<file path="config.mk">
export PLATFORM = sky130hd
export DESIGN_NAME = o_writeback
export DESIGN_NICKNAME = d
export VERILOG_FILES = /design/src/rtl/o_writeback.sv
export SDC_FILE = /design/constraint.sdc
export NUM_CORES = 2
export LEC_CHECK = 0
export BUFFER_PORTS_ARGS = -buffer_cell sky130_fd_sc_hd__buf_2
export CORE_MARGIN = 3
export CORE_UTILIZATION = 53
export CTS_BUF_LIST = sky130_fd_sc_hd__clkbuf_8
export DETAILED_ROUTE_END_ITERATION = 10
export PLACE_DENSITY = 0.75
export SYNTH_ARGS = -nofsm -noshare
export SYNTH_HDL_FRONTEND = slang
export SYNTH_SLANG_ARGS = --single-unit
</file>
<file path="constraint.sdc">
create_clock -name clk -period 14 [get_ports clk]
set_input_delay 2.8 -clock clk [delete_from_list [all_inputs] [get_ports clk]]
set_output_delay 2.8 -clock clk [all_outputs]
set_load 0.1 [all_outputs]
</file>
<file path="src/rtl/o_writeback.sv">
// o_writeback: collects scaled output vectors from the PE into a small skid
// FIFO and writes them, one row per vector, into the output SRAM.
//
// Ports
//   clk, rst            clock; asynchronous active-low reset
//   start, num_rows_in  begin a tile of num_rows_in rows (sampled in IDLE)
//   vld_in, rdy_out     PE output handshake; vec_in is the vector
//   sram_wready         SRAM can take a write this cycle
//   sram_we/addr/wdata  SRAM write port (addr/wdata hold when we=0)
//   busy, done, err     status: tile active, tile finished pulse, sticky
//                       protocol error (vld_in while no tile is open)
module o_writeback #(
  parameter int EMBED_DIM  = 64,
  parameter int ELEM_W     = 8,
  parameter int FIFO_DEPTH = 4,
  parameter int ADDR_W     = 6
) (
  input  logic                        clk,
  input  logic                        rst,
  input  logic                        start,
  input  logic [ADDR_W:0]             num_rows_in,
  input  logic                        vld_in,
  output logic                        rdy_out,
  input  logic [EMBED_DIM*ELEM_W-1:0] vec_in,
  input  logic                        sram_wready,
  output logic                        sram_we,
  output logic [ADDR_W-1:0]           sram_addr,
  output logic [EMBED_DIM*ELEM_W-1:0] sram_wdata,
  output logic                        busy,
  output logic                        done,
  output logic                        err
);
  localparam int VW    = EMBED_DIM * ELEM_W;
  localparam int PTR_W = $clog2(FIFO_DEPTH);

  typedef enum logic [1:0] {S_IDLE, S_RUN, S_DRAIN, S_DONE} state_t;

  state_t state, state_nxt;

  logic [ADDR_W:0] num_rows, acc_cnt, wr_cnt, acc_nxt, wr_nxt;
  logic [VW-1:0]   mem [FIFO_DEPTH];
  logic [PTR_W-1:0] wp, rp;
  logic [PTR_W:0]  cnt, cnt_nxt;
  logic            full, empty, push, pop, start_ok;
  logic [ADDR_W-1:0] addr_q;
  logic [VW-1:0]     wdata_q;

  assign full     = (cnt == (PTR_W+1)'(FIFO_DEPTH));
  assign empty    = (cnt == '0);
  assign push     = vld_in && rdy_out;
  assign pop      = sram_we;
  assign start_ok = (state == S_IDLE) && start;
  assign acc_nxt  = acc_cnt + {{ADDR_W{1'b0}}, push};
  assign wr_nxt   = wr_cnt + {{ADDR_W{1'b0}}, pop};

  always_comb begin
    cnt_nxt = cnt;
    if (push && !pop)      cnt_nxt = cnt + 1'b1;
    else if (!push && pop) cnt_nxt = cnt - 1'b1;
  end

  // ---------------- FSM: state register ----------------
  always_ff @(posedge clk or negedge rst) begin
    if (!rst) state <= S_IDLE;
    else      state <= state_nxt;
  end

  // ---------------- FSM: next state ----------------
  // Transitions look at the post-edge counter values so that DRAIN is entered
  // on the last accept and DONE follows the last write by exactly one cycle.
  always_comb begin
    state_nxt = state;
    case (state)
      S_IDLE:  if (start) state_nxt = (num_rows_in != '0) ? S_RUN : S_DONE;
      S_RUN:   if (acc_nxt == num_rows) state_nxt = S_DRAIN;
      S_DRAIN: if (cnt_nxt == '0 && wr_nxt == num_rows) state_nxt = S_DONE;
      S_DONE:  state_nxt = S_IDLE;
      default: state_nxt = S_IDLE;
    endcase
  end

  // ---------------- FSM: outputs ----------------
  // rdy_out uses registered state only: a full FIFO blocks even if it pops now.
  always_comb begin
    rdy_out = (state == S_RUN) && !full && (acc_cnt < num_rows);
    sram_we = ((state == S_RUN) || (state == S_DRAIN)) && !empty && sram_wready;
    busy    = (state == S_RUN) || (state == S_DRAIN);
    done    = (state == S_DONE);
  end

  // Address/data follow the FIFO head while writing and hold otherwise.
  assign sram_addr  = sram_we ? wr_cnt[ADDR_W-1:0] : addr_q;
  assign sram_wdata = sram_we ? mem[rp] : wdata_q;

  // ---------------- counters, FIFO control, held outputs ----------------
  always_ff @(posedge clk or negedge rst) begin
    if (!rst) begin
      num_rows <= '0;
      acc_cnt  <= '0;
      wr_cnt   <= '0;
      wp       <= '0;
      rp       <= '0;
      cnt      <= '0;
      addr_q   <= '0;
      wdata_q  <= '0;
      err      <= 1'b0;
    end else begin
      if (start_ok) begin
        num_rows <= num_rows_in;
        acc_cnt  <= '0;
        wr_cnt   <= '0;
      end else begin
        acc_cnt  <= acc_nxt;
        wr_cnt   <= wr_nxt;
      end
      if (push) wp <= wp + 1'b1;
      if (pop) begin
        rp      <= rp + 1'b1;
        addr_q  <= wr_cnt[ADDR_W-1:0];
        wdata_q <= mem[rp];
      end
      cnt <= cnt_nxt;
      if (vld_in && ((state == S_IDLE) || (state == S_DONE))) err <= 1'b1;
    end
  end

  // FIFO storage carries no reset; occupancy is what reset clears.
  always_ff @(posedge clk) begin
    if (push) mem[wp] <= vec_in;
  end

endmodule

</file>
Yosys cells after proc, flatten, opt, wreduce, memory -nomap -nowiden. Memories as Yosys holds them, arrays and structs flattened. Index checks and enable logic that the tools add are counted.

Order comparisons: 1. Divide/modulo/power cells: 0. Equality and inequality tests: 9. Mux-type cells: 13. Add/sub/neg operators: 6. Shift operators: 0. Bitwise gates (word level): 0. Reduce and logical (&&, ||, !) cells: 21. $mul: 0.

Operators with widths (count): 2-to-1 mux 512 bit (1); adder 7 x 1 -> 7 bit (2); == test 7 bit (2); 2-to-1 mux 7 bit (2); logical AND 1 bit (10); 2-to-1 mux 2 bit (4); case mux 2 bit (4 select lines) (1); less-than comparator 7 bit (1); nonzero test 7 bit (1); logical NOT 3 bit (2); 2-to-1 mux 3 bit (2); 2-to-1 mux 6 bit (1); != test 2 bit (second input constant) (3); adder 2 x 1 -> 2 bit (second input constant) (2); == test 2 bit (second input constant) (2); logical NOT 1 bit (4); adder 3 x 1 -> 3 bit (second input constant) (1); == test 3 bit (second input constant) (1); AND reduction 3 bit (1); subtractor 3 x 1 -> 3 bit (second input constant) (1); == test 2 x 1 -> 1 bit (second input constant) (1); logical NOT 2 bit (1); logical OR 1 bit (2); 2-to-1 mux 1 bit (2).

Output and inout port bits: 523. Memories: 1. Register bits after elaboration: 549. Bits in read-only memories: 0. Bits in writable memories: 2048. Logic and storage cells: 61. Input bits: 524. Bits in latches: 0.

Memory list: mem (depth 4, width 512, read ports 1, clocked after memory_dff 0, write ports 1, line 41) `logic [VW-1:0] mem [FIFO_DEPTH];`.

Logic depth before layout (Yosys ltp).
Depth in word-level cells: 13. Gate-level depth with buffers: 16. Depth with buffers taken out: 14.

Worst setup path after synthesis. OpenSTA, ideal clock, no wires.

Path kind: input port to flip-flop. From: input vld_in. To: memory mem[0][0] (netlist bit) (enable). Arrival time: 14979 ps. Buffers on the path: 1. Path slack: -1922 ps. Stages on the path: 4. Setup time: 943 ps. Data required time: 13057 ps. Cell sequence: inv_1 -> a211oi_4 -> clkbuf_1 -> and2_1.

Cells in the longest elaborated chain, start to end: 3.

Ends and longest elaborated chain: start, declared (line 22) `input logic vld_in,`; logical AND 1 bit (line 50) `assign push = vld_in && rdy_out;`; via push (line 44) `logic full, empty, push, pop, start_ok;`; 2-to-1 mux 1 bit (line 129) `if (push) mem[wp] <= vec_in;`; 2-to-1 mux 1 bit (implied by the code) (line 129); end, declared (line 41).

The timed path passes the listed nets, and every way through them passes these cells.

Worst setup path after layout.
From: input sram_wready. To: output sram_wdata[207].

Cells in the longest elaborated chain, start to end: 2.

Ends and longest elaborated chain: start, declared (line 25) `input logic sram_wready,`; logical AND 1 bit (line 86) `sram_we = ((state == S_RUN) || (state == S_DRAIN)) && !empty && sram_wready;`; 2-to-1 mux 512 bit (line 93) `assign sram_wdata = sram_we ? mem[rp] : wdata_q;`; end, declared (line 28) `output logic [EMBED_DIM*ELEM_W-1:0] sram_wdata,`.

No other way between the ends.

==> impl_metrics.yaml <==
status:
  outcome: "completed"
synthesis:
  ys_top_cells_by_count: "edfxtp_1, nand2_1, dfrtp_1"
  synth_area_um2: 94800
  synth.area.top_cells: "edfxtp_1, dfrtp_1, mux4_2"
  ys_types: 42
  synth_fp_nets: 5625
  synth-async-reset-ratio: 0.211
  yosysTopAreaCellShare: 0.649
  yosys.area.top_type: "edfxtp_1"
  synth_seq_area_share: 0.794
  synth-main-ff-cell: "edfxtp_1"
  synth-seq-cells: 2597
  synth_edf_count: 2048
  synth_most_common_cell: "edfxtp_1"
  syn_avg_cell_area_um2: 18.7
  yosys_warnings: 0
  synth_cells: 5079
cells_and_area:
  multiInputGateArea_um2: 18600
  syn_to_final_growth_pct: 17.3
  fillers: 12200
  finalInstanceArea_um2: 111000
  drive_above_1_share: 0.325
  fin_nets: 6906
  final_util: 0.629
  regArea_um2: 75200
sta:
  hold_viol_final: 0
  min_period_ps: 9340
  max_freq_mhz: 107
  worst_slew_pin_slew_ps: 1400
  drv_slew: 0
  period_share: 0.667
  rsz0062_at_grt: "false"
  setup_viol: 0
  relSlewSlack: 0.0682
  holdWs_ps: 464
  skew_ps: 91.6
detailed_routing:
  wl_met2_um: 112000
  drt-wirelength-per-cell_um: 24.9
  via_count: 50900
  drc_errors: 0
  drtPass1Iterations: 6
  wl_um: 229000
  wl_met1_um: 84100
  wl_met3_um: 15700
  vias_per_cell: 5.55
  maxUsedRoutingLayer: "met5"
  drt-initial-drc-count: 4403
  antenna_left: 0
floorplan:
  core_um2: 177000
  ios: 1047
  rows: 154
  die_height_um: 429
  die_w_um: 429
  start_util: 0.536
  die_area_um2: 184000
global_routing:
  grt_pass1_wl_um: 338000
  grt.overflow.total: 0
  grt_start_max_net_pins: 199
  grt_pass1_vias: 52200
  grt_antenna_before_repair: 159
  grt.total_usage: 0.248
cts:
  insertion_delay_ps: 1110
  cts_setup_buffers: 0
  cts_hold_buf: 0
  clock-sinks: 2597
  ctsRootBufferMaster: "clkbuf_8"
  cts.repair.resized: 0
  htree_levels: 5
  cts_buffer_depth: 4
  cts_tree: "built"
  cts.clk_slew.worst_paths_ps: 60
  cts_made_buffers: 413
worst_setup_path:
  cp-end-kind: "primary output"
  start_kind: "input pin"
  critPathKind: "input pin to primary output"
  path_max_fanout: 129
  crit_arrival_ps: 6540
  critPathRequiredTime_ps: 11200
placement:
  portBuffers: 1046
  hpwl_um: 142000
  place_congestion: 0.896
  place_area_um2: 103000
hold_path:
  hold_path_class: "flip-flop to flip-flop"
run:
  cap_violations: 0
==> metrics by stage <==
step	setup WS, ps	instances	setup TNS, ps
2_1_floorplan	-1920	5079	-984080
3_3_place_gp	4950	8285	0
3_5_place_dp	4860	8285	0
4_1_cts	4800	9036	0
5_1_grt	4510	9138	0
6_report	4660	9178	0
==> critical path: stages <==
cell and delay (ps):
buf_2 100, nand2_1 100, a21o_4 430, buf_12 480, buf_4 620, buf_4 770
nand2_1 170, nand2_1 140, buf_2 440
==> cell usage in the layout, fill, tap and decap left out, types with 3 or more instances in the layout <==
cell	n
clkbuf_8	477
o21ai_0	13
nor2_1	20
nand2_1	1581
buf_4	38
and2_1	6
edfxtp_1	2048
nand3_1	5
dfrtp_1	547
clkinv_2	47
buf_2	1045
diode_2	142
buf_12	16
ha_1	22
nor3_1	3
a21oi_1	4
mux2i_1	4
xor2_1	7
clkinv_1	42
inv_1	173
clkinvlp_4	6
bufinv_16	20
xnor2_1	21
and2_4	4
mux4_2	512
==> worst paths after layout <==
kind                              startpoint               to  cells after the start  slack [ps]
min in group asynchronous                rst     wdata_q[464]                      1        1750
max in group asynchronous                rst      wdata_q[61]                      3        9950
worst min-delay path            wdata_q[244]     wdata_q[244]                      2         460
worst min register to register  wdata_q[244]     wdata_q[244]                      2         460
worst max register to register      state[1]         state[1]                     15        8700
worst max-delay path             sram_wready  sram_wdata[207]                      9        4660
==> layout make-up <==
| class | instances | share of cell area |
|---|---|---|
| flip-flops and latches | 2597 | 0.677 |
| multi-input cells | 2231 | 0.167 |
| clock buffers | 477 | 0.0590 |
| repair buffers | 1100 | 0.0526 |
| well taps | 2340 | 0.0263 |
| clock inverters | 274 | 0.0148 |
| diodes | 142 | 0.00319 |
| inverters | 17 | 0.000641 |
==> routing by layer <==
layer,vias to the layer above,track usage
met2,2090,0.390
met4,40,0.172
met3,696,0.0585
met1,26200,0.309
met5,-,0
li1,21900,-
==> state kept, by name (all words and copies together) (netlist names), 3 cells and up <==
name      count
addr_q        6
wr_cnt        7
num_rows      7
cnt           3
mem        2048
acc_cnt       7
wdata_q     512
==> logic make-up after synthesis <==
group                      synth area share
adders and majority gates           0.00312
DFF                                   0.794
and+or+nand+nor                      0.0652
xor gates and xnor gates            0.00259
buffers and inverters                0.0106
muxes                                 0.122
AOI/OAI and AO/OA                   0.00252
Power is not shown: default switching activity piles up to over one toggle a cycle in this logic, so the estimate is an artifact.
